`src/rtl/controller_fsm.sv`:
```
// Multicycle byte-fetch controller: four fetch cycles, decode, then per-class execute states.
// Optional ADDI path enabled by defining CONTROLLER_ADDI_EN.
module controller_fsm (
    input  logic       clk,
    input  logic       reset,
    input  logic [5:0] op,
    input  logic [5:0] funct,
    input  logic       zero,
    output logic       memread,
    output logic       memwrite,
    output logic       regwrite,
    output logic       memtoreg,
    output logic       regdst,
    output logic       iord,
    output logic       alusrca,
    output logic       pcen,
    output logic [1:0] alusrcb,
    output logic [1:0] pcsource,
    output logic [2:0] alucontrol,
    output logic [3:0] irwrite
);

    typedef enum logic [3:0] {
        S_FETCH1  = 4'd0,
        S_FETCH2  = 4'd1,
        S_FETCH3  = 4'd2,
        S_FETCH4  = 4'd3,
        S_DECODE  = 4'd4,
        S_MEMADR  = 4'd5,
        S_LBRD    = 4'd6,
        S_LBWR    = 4'd7,
        S_SBWR    = 4'd8,
        S_RTYPEEX = 4'd9,
        S_RTYPEWR = 4'd10,
        S_BEQEX   = 4'd11,
`ifdef CONTROLLER_ADDI_EN
        S_ADDIEX  = 4'd13,
        S_ADDIWR  = 4'd14,
`endif
        S_JEX     = 4'd12
    } state_t;

    localparam logic [5:0] OP_LB    = 6'b100000;
    localparam logic [5:0] OP_SB    = 6'b101000;
    localparam logic [5:0] OP_RTYPE = 6'b000000;
    localparam logic [5:0] OP_BEQ   = 6'b000100;
    localparam logic [5:0] OP_J     = 6'b000010;
    localparam logic [5:0] OP_ADDI  = 6'b001000;

    state_t state_q;
    state_t state_d;
    logic   pcwrite_s;
    logic   branch_s;

    // State register with synchronous reset
    always_ff @(posedge clk) begin
        if (reset) begin
            state_q <= S_FETCH1;
        end else begin
            state_q <= state_d;
        end
    end

    // Next-state decode
    always_comb begin
        state_d = S_FETCH1;
        case (state_q)
            S_FETCH1: state_d = S_FETCH2;
            S_FETCH2: state_d = S_FETCH3;
            S_FETCH3: state_d = S_FETCH4;
            S_FETCH4: state_d = S_DECODE;
            S_DECODE: begin
                case (op)
                    OP_LB:    state_d = S_MEMADR;
                    OP_SB:    state_d = S_MEMADR;
                    OP_RTYPE: state_d = S_RTYPEEX;
                    OP_BEQ:   state_d = S_BEQEX;
                    OP_J:     state_d = S_JEX;
`ifdef CONTROLLER_ADDI_EN
                    OP_ADDI:  state_d = S_ADDIEX;
`endif
                    default:  state_d = S_FETCH1;
                endcase
            end
            S_MEMADR: begin
                if (op == OP_LB) begin
                    state_d = S_LBRD;
                end else begin
                    state_d = S_SBWR;
                end
            end
            S_LBRD:    state_d = S_LBWR;
            S_RTYPEEX: state_d = S_RTYPEWR;
`ifdef CONTROLLER_ADDI_EN
            S_ADDIEX:  state_d = S_ADDIWR;
`endif
            default:   state_d = S_FETCH1;
        endcase
    end

    // Output decode; pcen folds in the branch condition in the same cycle
    always_comb begin
        memread    = 1'b0;
        memwrite   = 1'b0;
        regwrite   = 1'b0;
        memtoreg   = 1'b0;
        regdst     = 1'b0;
        iord       = 1'b0;
        alusrca    = 1'b0;
        alusrcb    = 2'b00;
        pcsource   = 2'b00;
        alucontrol = 3'b000;
        irwrite    = 4'b0000;
        pcwrite_s  = 1'b0;
        branch_s   = 1'b0;
        case (state_q)
            S_FETCH1, S_FETCH2, S_FETCH3, S_FETCH4: begin
                memread    = 1'b1;
                iord       = 1'b1;
                alusrca    = 1'b1;
                alusrcb    = 2'b01;
                alucontrol = 3'b010;
                pcwrite_s  = 1'b1;
                irwrite    = 4'b0001 << state_q[1:0];
            end
            S_DECODE: begin
                alusrca    = 1'b1;
                alusrcb    = 2'b11;
                alucontrol = 3'b010;
            end
            S_MEMADR: begin
                alusrcb    = 2'b10;
                alucontrol = 3'b010;
            end
            S_LBRD: memread = 1'b1;
            S_LBWR: begin
                regwrite = 1'b1;
                regdst   = 1'b1;
            end
            S_SBWR: memwrite = 1'b1;
            S_RTYPEEX: begin
                case (funct)
                    6'b100000: alucontrol = 3'b010;
                    6'b100010: alucontrol = 3'b110;
                    6'b100100: alucontrol = 3'b000;
                    6'b100101: alucontrol = 3'b001;
                    6'b101010: alucontrol = 3'b111;
                    default:   alucontrol = 3'b010;
                endcase
            end
            S_RTYPEWR: begin
                regwrite = 1'b1;
                memtoreg = 1'b1;
            end
            S_BEQEX: begin
                alucontrol = 3'b110;
                pcsource   = 2'b01;
                branch_s   = 1'b1;
            end
            S_JEX: begin
                pcwrite_s = 1'b1;
                pcsource  = 2'b10;
            end
`ifdef CONTROLLER_ADDI_EN
            S_ADDIEX: begin
                alusrcb    = 2'b10;
                alucontrol = 3'b010;
            end
            S_ADDIWR: begin
                regwrite = 1'b1;
                regdst   = 1'b1;
                memtoreg = 1'b1;
            end
`endif
            default: begin
                pcwrite_s = 1'b0;
            end
        endcase
        pcen = pcwrite_s | (branch_s & zero);
    end

endmodule
```
`config.mk`:
```
export PLATFORM = sky130hd
export DESIGN_NAME = controller_fsm
export DESIGN_NICKNAME = d
export VERILOG_FILES = /design/src/rtl/controller_fsm.sv
export SDC_FILE = /design/constraint.sdc
export NUM_CORES = 1
export LEC_CHECK = 0
export CAP_MARGIN = 20
export CORE_AREA = 3 3 40 42
export CTS_CLUSTER_SIZE = 30
export DETAILED_ROUTE_END_ITERATION = 6
export DIE_AREA = 0 0 43 45
export DONT_BUFFER_PORTS = 1
export GPL_TIMING_DRIVEN = 1
export PLACE_DENSITY = 0.56
export SETUP_SLACK_MARGIN = 0.02
export SLEW_MARGIN = 20
export SYNTH_ARGS = -nofsm -noshare
export SYNTH_HDL_FRONTEND = slang
export SYNTH_SLANG_ARGS = --single-unit
```
`constraint.sdc`:
```
create_clock -name clk -period 3.3 [get_ports clk]
set_input_delay 0.66 -clock clk [delete_from_list [all_inputs] [get_ports clk]]
set_output_delay 0.66 -clock clk [all_outputs]
set_load 0.01 [all_outputs]
```
**Yosys cells after proc, flatten, opt, wreduce, memory -nomap -nowiden**

Index checks and enable logic that the tools add are counted.

- Register bits after elaboration: 4
- Input port bits: 15
- Output and inout port bits: 19
- Word-level logic and storage cells: 50

- Equality and inequality tests: 20
- Shift-type cells: 1
- Multiplexer cells: 17
- Bitwise gates (word level): 2
- Reduce and logical (&&, ||, !) cells: 9

Operators with widths:

| operator | number |
|---|---|
| 6-bit equality test (second input constant) | 6 |
| 4-bit case mux with 8 select lines | 1 |
| 4-bit equality test (second input constant) | 5 |
| 4-bit by 3-bit equality test with 1-bit output (second input constant) | 4 |
| 4-bit case mux with 4 select lines | 1 |
| 5-bit OR reduction | 3 |
| 3-bit case mux with 4 select lines | 1 |
| 1-bit two-way mux | 9 |
| 3-bit case mux with 3 select lines | 1 |
| 4-bit by 2-bit equality test with 1-bit output (second input constant) | 2 |
| 4-bit two-way mux | 2 |
| 6-bit by 2-bit equality test with 1-bit output (second input constant) | 1 |
| 6-bit by 3-bit equality test with 1-bit output (second input constant) | 1 |
| 6-bit logical NOT | 1 |
| 2-bit case mux with 3 select lines | 1 |
| 6-bit OR reduction | 1 |
| 4-bit by 1-bit equality test with 1-bit output (second input constant) | 1 |
| 4-bit logical NOT | 1 |
| 2-bit case mux with 2 select lines | 1 |
| 2-bit OR reduction | 2 |
| 4-bit OR reduction | 1 |
| 1-bit by 2-bit << shifter with 4-bit output (first input constant) | 1 |
| 1-bit AND | 1 |
| 1-bit bitwise OR | 1 |

**Longest topological paths before layout**

Gate-level depths: netlist of the first run.

- Depth in word-level cells: 4
- Mapped depth: 5
- Depth with buffers taken out: 4

**Worst setup path before layout of the first run**

Ideal clock, no wire load.

- Path kind: in2out
- Start point: input funct[5]
- End point: output alucontrol[0]
- Arrival time: 1.388 ns
- Data required time: 2.640 ns
- Slack: 1.252 ns
- Cell stages on the path: 4
- Path buffers: 0
- Cell sequence: nor2b_1 -> and3_1 -> nand2_1 -> a211oi_1

- Word-level cells in the longest chain between the ends: 3
- Elaborated cells on any way between the ends: 6
- Classes of those cells: eq/ne (4); mux (2)

RTL lines:

| item | line | RTL |
|---|---|---|
| start: declaration | 7 | `input logic [5:0] funct,` |
| 6-bit equality test | 142 | `case (funct)` |
| 3-bit case mux with 4 select lines (*) | 142 |  |
| 3-bit case mux with 3 select lines (*) | 116 | `case (state_q)` |
| end: declaration | 19 | `output logic [2:0] alucontrol,` |

Every way passes the cells marked *; elsewhere a longest branch is shown, timed or not.

**Worst setup path after layout of the first run**

- Start point: register state_q[3]
- End point: output alucontrol[0]

- Word-level cells in the longest chain between the ends: 3
- Elaborated cells on any way between the ends: 10
- Classes of those cells: eq/ne (7); mux (1); reduce/logical (2)

RTL lines:

| item | line | RTL |
|---|---|---|
| start: declaration | 50 | `state_t state_q;` |
| start signal: assignment | 60 | `state_q <= state_d;` |
| 4-bit by 1-bit equality test with 1-bit output (tied with other cells) | 116 |  |
| 6-bit OR reduction (no source line) | -- |  |
| 3-bit case mux with 3 select lines (*) | 116 |  |

Marked as above.

==> metrics.cfg, run 1 <==
[drt]
drcViolationCount=0
routed_wl_mm=1.25
ant_nets=0
dr_total_vias=547
drt_pass1_iterations=4
drt_iter0_markers=17
wire_per_inst_microns=13.9
vias_per_cell=6.08

[critical_path]
crit_type=reg -> out
timing.rr.start=state_q[2]
cp-start-kind=register
worstPathMaxFanout=21
endpoint_kind=primary output
reg2reg_depth=4
crit_start=state_q[3]
cp.arrival_ps=1670
reg2reg_to=state_q[3]
cp-endpoint=alucontrol[0]
r2r_slack_ps=1560
cp.required_ps=2640

[layout]
stdcell_count=90
final_common_cell=nor2_1
layout_common_cells=14 x nor2_1, 9 x a21oi_1, 6 x nor3_1
drive_gt1_share_pct=9.33
num-nets-final=92
n_antenna_cell=0
largest_reg_flops=4
syn2layout_area_growth_pct=3.93
largestRegisters=state_q (4)
largest_register=state_q

[logic_synthesis]
postSynthCellCount=78
synth-seq-cells=4
mappedNetlistArea_sq_um=478
syn_area_per_cell_sq_um=6.13
ys_seq_area_share_pct=16.8
yosysUniqueCellTypes=31
syn_nets=93
ys_warn_count=0

[place]
dp_hpwl_microns=915
io_buffers=0
numPlacedInstances=87
gp_congestion=0.716

[global_routing]
grt_max_degree=22
grt.overflow.total=0
grt_pass1_vias=402
grt_usage_pct=13.1
grt_antenna_before_repair=0
grt_pass1_wl_mm=1.87

[power]
power_density_nw_per_um2=343
peakVddDrop_mv=0.160
p_leak_nw=0.153

[clocking]
clock_path_buffers=2
cts_tree=built
cts.clk_slew.worst_paths_ps=40
clk_latency_ps=230
postCtsSetupBuffers=0
cts_root_buffer=clkbuf_4
htreeDepth=1
cts.sinks=4
hold_buffers=0
ctsResizeCount=0
numCtsBuffers=3

[floorplanning]
rows=13
core-area_sq_um=1280
die_width_microns=43
start_util_pct=37.2
ios=34
die_height_microns=45
die-area_sq_um=1940

[run_status]
status=completed

[hold_path]
hp-class=in -> reg

[timing]
setup_tns_ps=0
timing.final.crit_share_pct=70.6
finClkSkew_ps=4.21
fin_crit_ps=2330
max_slew.worst_pin.slew_ps=617
setup_viol=0
timing.slew.headroom_pct=58.8
rsz0062_at_grt=no
hold_viol=0
final_max_slew_viol_count=0
max_freq_ghz=0.429

[job]
drv_cap=0

worst max-delay path: stages, from the launching register on:
cell	delay, ps
dfxtp_1	700
nand2b_1	280
a211oi_1	450
metal layers:
layer / global-route usage [%] / wire, microns
met3: 7.57 / 158
met5: 0 / 0
met2: 16.5 / 518
met1: 18.5 / 570
met4: 3.61 / 0
logic make-up after synthesis:
group,Yosys count,share of synthesized area (%)
and+or+nand+nor,44,48.4
DFF,4,16.8
AOI/OAI and AO/OA,22,28.5
buffers and inverters,8,6.28
Yosys cell counts (all sizes together):
cell type / n / area [sq um]
or2: 2 / 12.5
nor4bb: 1 / 10.0
a31oi: 2 / 12.5
o22ai: 2 / 12.5
buf: 1 / 3.75
a21oi: 9 / 45.0
o221ai: 1 / 8.76
nand4: 1 / 6.26
a311oi: 1 / 8.76
nor4: 1 / 6.26
nand2: 4 / 15.0
o21a: 2 / 15.0
inv: 2 / 7.51
nor2b: 2 / 12.5
a211oi: 1 / 7.51
o21bai: 1 / 7.51
and3: 2 / 12.5
clkbuf: 5 / 18.8
dfxtp: 4 / 80.1
a2111oi: 1 / 8.76
or4: 1 / 7.51
o21ai: 2 / 10.0
or3: 3 / 23.8
nand3: 2 / 10.0
nand2b: 4 / 25.0
nor3: 6 / 30.0
nor3b: 1 / 7.51
nor2: 14 / 52.6
power by group:
part	switching, W	internal, W
combinational	0.0000266	0.0000165
clock	0.0000188	0.0000406
sequential	0.0000152	0.0000524
cell type report:
| cell class | instances | area, sq um |
|---|---|---|
| fill | 151 | 788 |
| multi-input combinational | 66 | 368 |
| sequential | 4 | 80.1 |
| clock buffer | 3 | 22.5 |
| tap | 15 | 18.8 |
| inverter | 2 | 7.51 |
per-stage QoR:
step	area, sq um	hold WS [ps]	setup WS [ps]	utilization, %	power, W
final	497	499	971	38.7	0.000170
after global routing	497	482	790	38.7	0.000187
after CTS	497	489	989	38.7	0.000173
after detailed placement	474	724	1180	36.9	0.000111
after global placement	474	725	1210	36.9	0.000112
after floorplan	478	660	1250	-	0.000104
worst min-delay path by stage:
| stage | depth (start not counted) | start | slack (ps) | end |
|---|---|---|---|---|
| final | 1 | reset | 500 | state_q[0] |
| after global routing | 1 | reset | 480 | state_q[0] |
| after CTS | 1 | reset | 490 | state_q[0] |
| after detailed placement | 1 | state_q[0] | 720 | state_q[0] |
| after global placement | 1 | state_q[0] | 720 | state_q[0] |
| after floorplan | 3 | state_q[3] | 660 | state_q[1] |
(Power assumes the default switching activity.)
==> run 2: changes to the inputs <==
- PLACE_DENSITY: 0.56 -> 0.58
- clock period: 3.3 -> 2.1 ns (I/O delays scaled with it)
==> run 2 against run 1 <==
Sequential power grew 54%. Clock power rose by 59%. Combinational power is 69% higher. Final area increased by 3.0%. Global-route usage increased by 0.24 points. Total power is 59% higher. Critical path depth increased by 1. Cell count is 2.2% higher. Hold slack worse by 240 ps. Wire length increased by 5.7%. Sequential share of layout area is 0.47 points lower. Critical endpoint is now pcen. Largest cell class unchanged. Highest routed layer is now met4.
==> metrics.cfg, run 2 (synthesis gave the netlist of run 1 again) <==
[run_status]
status=completed

[drt]
drt_pass1_iterations=4  ; unchanged
drt_iter0_markers=12  ; -5
vias_per_cell=6.11  ; +0.51%
ant_nets=0  ; unchanged
dr_total_vias=562  ; +2.7%
wire_per_inst_microns=14.3  ; +3.4%
drcViolationCount=0  ; unchanged
routed_wl_mm=1.32  ; +5.7%

[place]
dp_hpwl_microns=998  ; +9.1%
gp_congestion=0.736  ; +2.8%
io_buffers=0  ; unchanged

[layout]
largest_reg_flops=4  ; unchanged
fin_util_pct=39.8  ; +1.2 points
largestRegisters=state_q (4)
layout_common_cells=14 x nor2_1, 9 x a21oi_1, 6 x nor3_1
fill_cells=154  ; +2.0%
final_common_cell=nor2_1
n_antenna_cell=0  ; unchanged
drive_gt1_share_pct=11.7  ; +2.4 points
num-nets-final=94  ; +2.2%
syn2layout_area_growth_pct=7.07
largest_register=state_q

[clocking]
cts.clk_slew.worst_paths_ps=30  ; about the same
clock_path_buffers=2  ; unchanged
clk_latency_ps=230  ; about the same
hold_buffers=0  ; unchanged
cts_tree=built
htreeDepth=1  ; unchanged
cts.sinks=4  ; unchanged
numCtsBuffers=3  ; unchanged
cts_root_buffer=clkbuf_4
postCtsSetupBuffers=0  ; unchanged
ctsResizeCount=0  ; unchanged

[floorplanning]
core-area_sq_um=1280  ; unchanged
start_util_pct=37.2  ; unchanged
die-area_sq_um=1940  ; unchanged
rows=13  ; unchanged
ios=34  ; unchanged
die_width_microns=43  ; unchanged
die_height_microns=45  ; unchanged

[timing]
max_freq_ghz=0.517
rsz0062_at_grt=no
max_slew.worst_pin.slew_ps=496  ; -121 ps
timing.slew.headroom_pct=66.9  ; +8.1 points
hold_viol=0  ; unchanged
setup_viol=0  ; unchanged
timing.final.crit_share_pct=92.0
final_max_slew_viol_count=0  ; unchanged
setup_tns_ps=0  ; unchanged
finClkSkew_ps=5.01  ; +0.805 ps
fin_crit_ps=1930

[power]
peakVddDrop_mv=0.348  ; +120%
p_sw_share_pct=35.9  ; +0.28 points
power.switching_w=0.0000974  ; +61%
power_density_nw_per_um2=530  ; +55%
internal_power_w=0.000174  ; +59%
p_leak_nw=0.164  ; +7.1%
clkPwrFrac_pct=34.8  ; about the same
comb_power_share_pct=26.8  ; +1.5 points
seqPwrFrac_pct=38.4  ; -1.4 points

[critical_path]
cp.arrival_ps=1510  ; -160 ps
crit_type=reg -> out
worstPathMaxFanout=16  ; -24%
endpoint_kind=primary output
cp-start-kind=register
cp.required_ps=1680  ; -960 ps

[global_routing]
grt_pass1_wl_mm=1.86  ; -0.32%
grt.overflow.total=0  ; unchanged
grt_pass1_vias=445  ; +11%
grt_antenna_before_repair=0  ; unchanged
grt_max_degree=17  ; -23%
grt_usage_pct=13.3  ; +0.24 points

[job]
drv_cap=0  ; unchanged

[hold_path]
hp-class=in -> reg

run 2: cell count changes in the layout (fill, tap and decap cells not counted), sizes merged:
cell	before	now
buf	0	2
run 2: worst max-delay path: stages, from the launching register on:
cell     delay [ps]
dfxtp_1         620
nor2_1          140
and3_1          250
or2_1           280
run 2: stage by stage:
stage          hold slack, ps  instances  total power (W)  setup WS, ps  cell area [sq um]
2_1_floorplan             497         78         0.000164           439                478
5_1_grt                   250         92         0.000293          47.6                512
3_3_place_gp              499         89         0.000178           394                489
3_5_place_dp              499         89         0.000178           369                489
6_report                  262         92         0.000271           167                512
4_1_cts                   252         92         0.000277           137                512
run 2: area by class of cell:
type,instances,area (sq um),share of cell area [%]
Sequential cell,4,80.1,15.6
Multi-Input combinational cell,66,368,71.9
Clock buffer,3,22.5,4.40
Tap cell,15,18.8,3.67
Inverter,2,7.51,1.47
Timing Repair Buffer,2,15.0,2.93
run 2: power by group through the flow:
stage | registers (W) | clock network, W | logic (W)
after global placement | 0.000105 | 0 | 0.0000724
after global routing | 0.000106 | 0.000106 | 0.0000816
after detailed placement | 0.000105 | 0 | 0.0000730
after CTS | 0.000104 | 0.0000995 | 0.0000732
after floorplan | 0.0000888 | 0 | 0.0000752
final | 0.000104 | 0.0000944 | 0.0000728
run 2: path summary, 6_finish.rpt:
path | start | endpoint | slack (ps) | depth (start not counted)
setup / recovery | state_q[1] | pcen | 170 | 3
hold / removal | reset | state_q[0] | 260 | 1
setup reg to reg | state_q[2] | state_q[3] | 540 | 4
hold reg to reg | state_q[0] | state_q[0] | 720 | 1
run 2: metal layers:
layer | up-vias | GRT usage, % | part of all wire [%]
met1 | 253 | 15.1 | 42
met5 | - | 0 | 0
met2 | 21 | 19.5 | 50
met4 | 0 | 9.64 | 1.4
li1 | 286 | - | -
met3 | 2 | 6.37 | 6.8
